==> src/rtl/mesh_link.sv <==
// Elastic link stage between two mesh nodes, with closed-boundary and
// sink-and-count modes for the outward-facing ports of edge nodes.
module mesh_link #(
  parameter int unsigned DATA_WIDTH = 32,
  parameter int unsigned DEPTH      = 2,
  parameter int unsigned MODE       = 0,
  parameter int unsigned CNT_WIDTH  = 16
) (
  input  logic                    clk,
  input  logic                    rst,
  input  logic [DATA_WIDTH-1:0]   din,
  input  logic                    vin,
  output logic                    rout,
  output logic [DATA_WIDTH-1:0]   dout,
  output logic                    vout,
  input  logic                    rin,
  input  logic                    clr_cnt,
  output logic [$clog2(DEPTH):0]  level,
  output logic [CNT_WIDTH-1:0]    pkt_cnt,
  output logic [CNT_WIDTH-1:0]    drop_cnt
);

  localparam int unsigned PTR_W = $clog2(DEPTH);
  localparam int unsigned LVL_W = PTR_W + 1;
  localparam int unsigned MODE_PASS    = 0;
  localparam int unsigned MODE_BLOCK   = 1;
  localparam int unsigned MODE_DISCARD = 2;
  localparam logic [CNT_WIDTH-1:0] CNT_MAX = '1;

  if (MODE > MODE_DISCARD) begin : g_bad_mode
    $error("mesh_link: MODE %0d is not 0 (PASS), 1 (BLOCK) or 2 (DISCARD)", MODE);
  end

  if (DEPTH < 2 || (DEPTH & (DEPTH - 1)) != 0) begin : g_bad_depth
    $error("mesh_link: DEPTH %0d must be a power of two and at least 2", DEPTH);
  end

  function automatic logic [CNT_WIDTH-1:0] sat_inc(input logic [CNT_WIDTH-1:0] c);
    return (c == CNT_MAX) ? c : c + CNT_WIDTH'(1);
  endfunction

  // Goes high on the first edge after reset so that edge never accepts a beat.
  logic live;

  always_ff @(posedge clk or negedge rst) begin
    if (!rst) live <= 1'b0;
    else      live <= 1'b1;
  end

  if (MODE == MODE_PASS) begin : g_pass
    logic [DATA_WIDTH-1:0] mem [DEPTH];
    logic [PTR_W-1:0]      wr_ptr;
    logic [PTR_W-1:0]      rd_ptr;
    logic [LVL_W-1:0]      occ;
    logic [CNT_WIDTH-1:0]  pkt_q;
    logic                  push;
    logic                  pop;

    // Ready depends only on registered state: no rin -> rout path.
    assign rout = live && (occ < LVL_W'(DEPTH));
    assign vout = (occ != '0);
    assign push = vin && rout;
    assign pop  = vout && rin;
    assign dout = vout ? mem[rd_ptr] : '0;

    assign level    = occ;
    assign pkt_cnt  = pkt_q;
    assign drop_cnt = '0;

    always_ff @(posedge clk) begin
      if (push) mem[wr_ptr] <= din;
    end

    always_ff @(posedge clk or negedge rst) begin
      if (!rst) begin
        wr_ptr <= '0;
        rd_ptr <= '0;
        occ    <= '0;
      end else begin
        if (push) wr_ptr <= wr_ptr + PTR_W'(1);
        if (pop)  rd_ptr <= rd_ptr + PTR_W'(1);
        case ({push, pop})
          2'b10:   occ <= occ + LVL_W'(1);
          2'b01:   occ <= occ - LVL_W'(1);
          default: occ <= occ;
        endcase
      end
    end

    // Delivered-packet statistics; clear beats a same-cycle increment.
    always_ff @(posedge clk or negedge rst) begin
      if (!rst)         pkt_q <= '0;
      else if (clr_cnt) pkt_q <= '0;
      else if (pop)     pkt_q <= sat_inc(pkt_q);
    end
  end else if (MODE == MODE_DISCARD) begin : g_discard
    logic [CNT_WIDTH-1:0] drop_q;
    logic                 unused_discard;

    assign rout     = live;
    assign vout     = 1'b0;
    assign dout     = '0;
    assign level    = '0;
    assign pkt_cnt  = '0;
    assign drop_cnt = drop_q;
    assign unused_discard = ^{din, rin};

    // Every offered beat is swallowed and counted.
    always_ff @(posedge clk or negedge rst) begin
      if (!rst)              drop_q <= '0;
      else if (clr_cnt)      drop_q <= '0;
      else if (vin && rout)  drop_q <= sat_inc(drop_q);
    end
  end else begin : g_block
    logic unused_block;

    assign rout     = 1'b0;
    assign vout     = 1'b0;
    assign dout     = '0;
    assign level    = '0;
    assign pkt_cnt  = '0;
    assign drop_cnt = '0;
    assign unused_block = ^{din, vin, rin, clr_cnt, live};
  end

endmodule

==> config.mk <==
export PLATFORM = sky130hd
export DESIGN_NAME = mesh_link
export DESIGN_NICKNAME = d
export VERILOG_FILES = /design/src/rtl/mesh_link.sv
export SDC_FILE = /design/constraint.sdc
export NUM_CORES = 1
export LEC_CHECK = 0
export CAP_MARGIN = 30
export CORE_UTILIZATION = 56
export CTS_CLUSTER_DIAMETER = 30
export DETAILED_ROUTE_END_ITERATION = 6
export DONT_BUFFER_PORTS = 1
export GPL_ROUTABILITY_DRIVEN = 0
export GPL_TIMING_DRIVEN = 0
export PLACE_DENSITY = 0.74
export SYNTH_ARGS = -nofsm -noshare
export SYNTH_HDL_FRONTEND = slang
export SYNTH_SLANG_ARGS = --single-unit
==> constraint.sdc <==
create_clock -name clk -period 2.6 [get_ports clk]
set_input_delay 0.52 -clock clk [delete_from_list [all_inputs] [get_ports clk]]
set_output_delay 0.52 -clock clk [all_outputs]
set_load 0.01 [all_outputs]
## After elaboration in Yosys (flattened, before gate mapping)

Memories as Yosys holds them, arrays and structs flattened.
Cells that the tools add are included.

- Bits in registers: 21
- Memory bits (writable): 64
- Input port bits: 37
- Output and inout bits: 68
- Memories: 1

- $add $sub $neg: 5
- Order comparisons: 1
- Eq/ne operators: 4
- Multiplexer cells: 7
- Reduce and logical (&&, ||, !) cells: 7

Memory list:

| memory | words | width | read ports | clocked after Yosys merged registers in | wr ports | RTL line | text |
|---|---|---|---|---|---|---|---|
| g_pass.mem | 2 | 32 | 1 | 0 | 1 | 51 | `logic [DATA_WIDTH-1:0] mem [DEPTH];` |

Operators by type and width:

| kind | number |
|---|---|
| 16-bit 2-to-1 mux | 3 |
| 32-bit 2-to-1 mux | 1 |
| 16-bit by 1-bit adder with 16-bit output (second input constant) | 1 |
| 16-bit == test (second input constant) | 1 |
| 2-bit nonzero test | 3 |
| 2-bit case mux with 2 select lines | 1 |
| 1-bit logical AND | 3 |
| 1-bit adder (second input constant) | 2 |
| 2-bit by 1-bit adder with 2-bit output (second input constant) | 1 |
| 2-bit by 1-bit == test with 1-bit output (second input constant) | 1 |
| 2-bit == test (second input constant) | 1 |
| 2-bit < comparator (second input constant) | 1 |
| 1-bit 2-to-1 mux | 2 |
| 2-bit inequality test (second input constant) | 1 |
| 2-bit AND reduction | 1 |
| 2-bit by 1-bit subtractor with 2-bit output (second input constant) | 1 |

## Logic depth before layout (Yosys ltp)

- Depth after elaboration: 5
- Depth in mapped cells: 7
- Mapped depth without buffers: 6

## Least setup slack after synthesis

Ideal clock, no wire load.

- Path kind: register -> register
- From: reg g_pass.occ[1], in the netlist level[1]
- To: mem g_pass.mem[0][0], enable pin
- Library setup time: 0.421 ns
- Arrival time: 2.258 ns
- Required time: 2.179 ns
- Slack: -0.079 ns
- Cell stages (with the launch flop): 4
- Path buffers: 0
- Clock period less this slack: 2.679 ns
- Cells stage by stage: dfrtp_1 > nor2b_1 > nand2_1 > nor2_1

- Word-level cells in the longest chain between the ends: 5

RTL lines:

| what | RTL line | text |
|---|---|---|
| from (decl) | 54 | `logic [LVL_W-1:0] occ;` |
| from (signal assigned) | 83 | `2'b10: occ <= occ + LVL_W'(1);` |
| from (signal assigned) | 84 | `2'b01: occ <= occ - LVL_W'(1);` |
| 2-bit < comparator | 60 | `assign rout = live && (occ < LVL_W'(DEPTH));` |
| 1-bit logical AND | 60 |  |
| net rout | 13 | `output logic rout,` |
| 1-bit logical AND | 62 | `assign push = vin && rout;` |
| 1-bit 2-to-1 mux | 71 | `if (push) mem[wr_ptr] <= din;` |
| 1-bit 2-to-1 mux (implied by the code) | 71 |  |
| to (decl) | 51 |  |

The timed path passes the listed nets, and every way through them passes these cells.

## Worst setup path in the final report

- From: reg g_pass.occ[0], in the netlist level[0]
- To: out dout[3]

- Word-level cells in the longest chain between the ends: 2

RTL lines:

| what | RTL line | text |
|---|---|---|
| 2-bit nonzero test | 61 | `assign vout = (occ != '0);` |
| 32-bit 2-to-1 mux | 64 | `assign dout = vout ? mem[rd_ptr] : '0;` |
| to (decl) | 14 | `output logic [DATA_WIDTH-1:0] dout,` |

No other way between the ends.

==> flow_metrics.env <==
export IMPL_fin_util_pct=64.5
export IMPL_grt_usage_pct=20.0
export IMPL_die_width_um=83.4
export IMPL_clkPwrFrac_pct=25.7
export IMPL_whs_path_depth=0
export IMPL_reg2reg_setup_slack_ns=0.57
export IMPL_core_um2=6390
export IMPL_cts_sinks=85
export IMPL_power_leakage_nw=1.59
export IMPL_synth_cell_types=46
export IMPL_drv_cap=0
export IMPL_io_buffers=0
export IMPL_ys_flop_type="edfxtp_1"
export IMPL_setup_viol=0
export IMPL_multi_input_area_um2=1150
export IMPL_finalNetCount=344
export IMPL_stdcell_area_um2=4120
export IMPL_pwr_share_comb_pct=27.6
export IMPL_yosysSeqAreaShare_pct=65.9
export IMPL_path_clk_slew_ns=0.09
export IMPL_crit_path_max_fanout=10
export IMPL_dpl_hpwl_um=4550
export IMPL_overflow=0
export IMPL_hold_violations=0
export IMPL_syn_inst=276
export IMPL_rows=29
export IMPL_final_setup_skew_ns=0.0113
export IMPL_worstSetupEndpointType="primary output"
export IMPL_slew_violations=0
export IMPL_place_area_um2=3900
export IMPL_async_flop_share_pct=24.7
export IMPL_ios=105
export IMPL_start_kind="register"
export IMPL_post_cts_setup_buffers=0
export IMPL_clkLatencyLatePin_ns=0.35
export IMPL_yosysWarningCount=0
export IMPL_drc=0
export IMPL_p_switching_mw=1.23
export IMPL_syn_area_um2=3710
export IMPL_cts_buffer_depth=2
export IMPL_worst_slew_pin_slew_ns=0.783
export IMPL_die_y_um=83.4
export IMPL_drive_gt1_share_pct=16.8
export IMPL_antenna_found_initial=0
export IMPL_grt_max_degree=33
export IMPL_num_vias=2216
export IMPL_wl_um=6780
export IMPL_max_slew_margin_rel_pct=47.8
export IMPL_grt_pass1_wl_um=10600
export IMPL_synth_seq_cells=85
export IMPL_switching_share_pct=33.8
export IMPL_power_density_nw_per_um2=881
export IMPL_fmax_mhz=414
export IMPL_cts_tree="built"
export IMPL_setup_ws_ns=0.184
export IMPL_cts_buffers=9
export IMPL_cp_required_ns=2.08
export IMPL_regToRegStartpoint="level[1]"
export IMPL_synth_top_area_share_pct=51.8
export IMPL_first_global_vias=2112
export IMPL_seq_power_share_pct=46.7
export IMPL_status="finished, final reports clean"
export IMPL_synth_area_leaders="edfxtp_1 52%, dfrtp_1 14%, mux2i_1 8.6%"
export IMPL_rr_endpoint="g_pass.mem[1][22]"
export IMPL_r2r_cells=2
export IMPL_wire_per_inst_um=17.6
export IMPL_initialDrtViolationCount=93
export IMPL_period_minus_slack_ns=2.42
export IMPL_dr_pass1_iters=4
export IMPL_arrival_ns=1.90
export IMPL_synth_edf_count=64
export IMPL_regArea_um2=2450
export IMPL_postSynthAreaPerCell_um2=13.5
export IMPL_post_place_ws_ns=0.494
export IMPL_p_int_mw=2.41
export IMPL_worstHoldPathType="input pin to register"
export IMPL_rsz0062_at_grt="false"
export IMPL_start_util_pct=58.1
export IMPL_fill_cells=497
export IMPL_die_area_um2=6960
export IMPL_ir_drop_uv=576
export IMPL_setup_tns_final_ns=0
export IMPL_min_from="din[19]"
export IMPL_n_antenna_cell=0
export IMPL_fin_crit_sh_pct=92.9
export IMPL_via_per_inst=5.74
export IMPL_synth_most_common_cell="edfxtp_1"
export IMPL_synth_common_cells="64 x edfxtp_1, 40 x nor2_1, 32 x mux2i_1"
export IMPL_ctsHtreeMaxLevel=3
export IMPL_whs_endpoint="g_pass.mem[0][19]"
export IMPL_yosysTopAreaCell="edfxtp_1"
export IMPL_syn_to_final_growth_pct=11.0
export IMPL_crit_type="register to primary output"
export IMPL_ant_nets=0
export IMPL_clockRootBuffer="clkbuf_8"
==> sequential cells by signal, indices dropped and copies added (netlist names) <==
signal and count:
level 2, g_pass.rd_ptr 1, g_pass.wr_ptr 1, live 1, g_pass.mem 64, pkt_cnt 16
==> metal layers <==
layer,GRT usage [%],routed length [um],up-vias
li1,-,-,1048
met5,0,0,-
met4,9.09,91,0
met1,24.1,2720,1078
met2,32.9,3460,80
met3,6.66,521,10
==> repair_timing <==
action,4_1_cts,5_1_grt
endpoints found under the hold margin,21,0
hold buffers,1,0
setup endpoints to repair,0,20
resized for setup,0,4
==> worst max-delay path by stage <==
stage,startpoint,end,slack (ns),cells past startpoint
2_1_floorplan,level[1],g_pass.mem[0][0],0.44,3
3_3_place_gp,level[1],g_pass.mem[0][29],-0.21,3
3_5_place_dp,level[0],dout[22],0.49,4
4_1_cts,level[0],dout[16],0.09,4
5_1_grt,level[0],dout[4],0.02,4
6_report,level[0],dout[3],0.18,4
==> cells by family (layout without fill, tap and decap cells) <==
| kind of cell | Yosys count | after routing | synth area share, % |
|---|---|---|---|
| AOI/OAI and AO/OA | 34 | 34 | 5.93 |
| xor gates and xnor gates | 5 | 5 | 1.18 |
| adders and majority gates | 2 | 2 | 0.674 |
| buffers and inverters | 30 | 48 | 4.79 |
| DFF | 85 | 85 | 65.9 |
| muxes | 33 | 33 | 8.93 |
| other | 2 | 17 | 0.202 |
| and+or+nand+nor | 85 | 85 | 12.4 |
==> through the flow <==
stage | total power, mW | hold WS (ns) | std cells
final | 3.63 | 0.256 | 386
after global routing | 3.83 | 0.226 | 386
after CTS | 3.68 | 0.238 | 385
after detailed placement | 2.73 | 0.225 | 369
after global placement | 2.70 | 0.225 | 368
after floorplan | 2.53 | 0.224 | 291
==> final cells by class <==
cell class                      count  share of cell area [%]
Buffer                             26                    4.01
Multi-Input combinational cell    176                    28.0
Clock inverter                      6                    1.73
Inverter                            4                   0.364
Tap cell                           77                    2.34
Sequential cell                    85                    59.4
Timing Repair Buffer                3                    1.18
Clock buffer                        9                    3.01
==> power groups by stage <==
stage	logic, mW	registers, mW	clock network, mW
2_1_floorplan	0.820	1.71	0
4_1_cts	1.02	1.70	0.957
3_5_place_dp	1.01	1.73	0
5_1_grt	1.10	1.71	1.02
6_report	1.00	1.70	0.933
3_3_place_gp	0.974	1.72	0
==> cells in the final DEF, fill, tap and decap left out, types with 5 or more instances in the layout <==
master and instances:
nand3_1 5, nor3_1 5, edfxtp_1 64, buf_4 16, nor2_1 39, dfrtp_1 21
a21oi_1 13, clkbuf_8 9, conb_1 17, o21ai_0 7, mux2i_1 32, nand2_1 8
==> critical path: stages, from the launching register on <==
cell and delay, ns:
dfrtp_1 0.42, buf_2 0.18, nor2_1 0.38, clkbuf_1 0.41, nor2_1 0.16
Power figures use the tool's default switching activity.
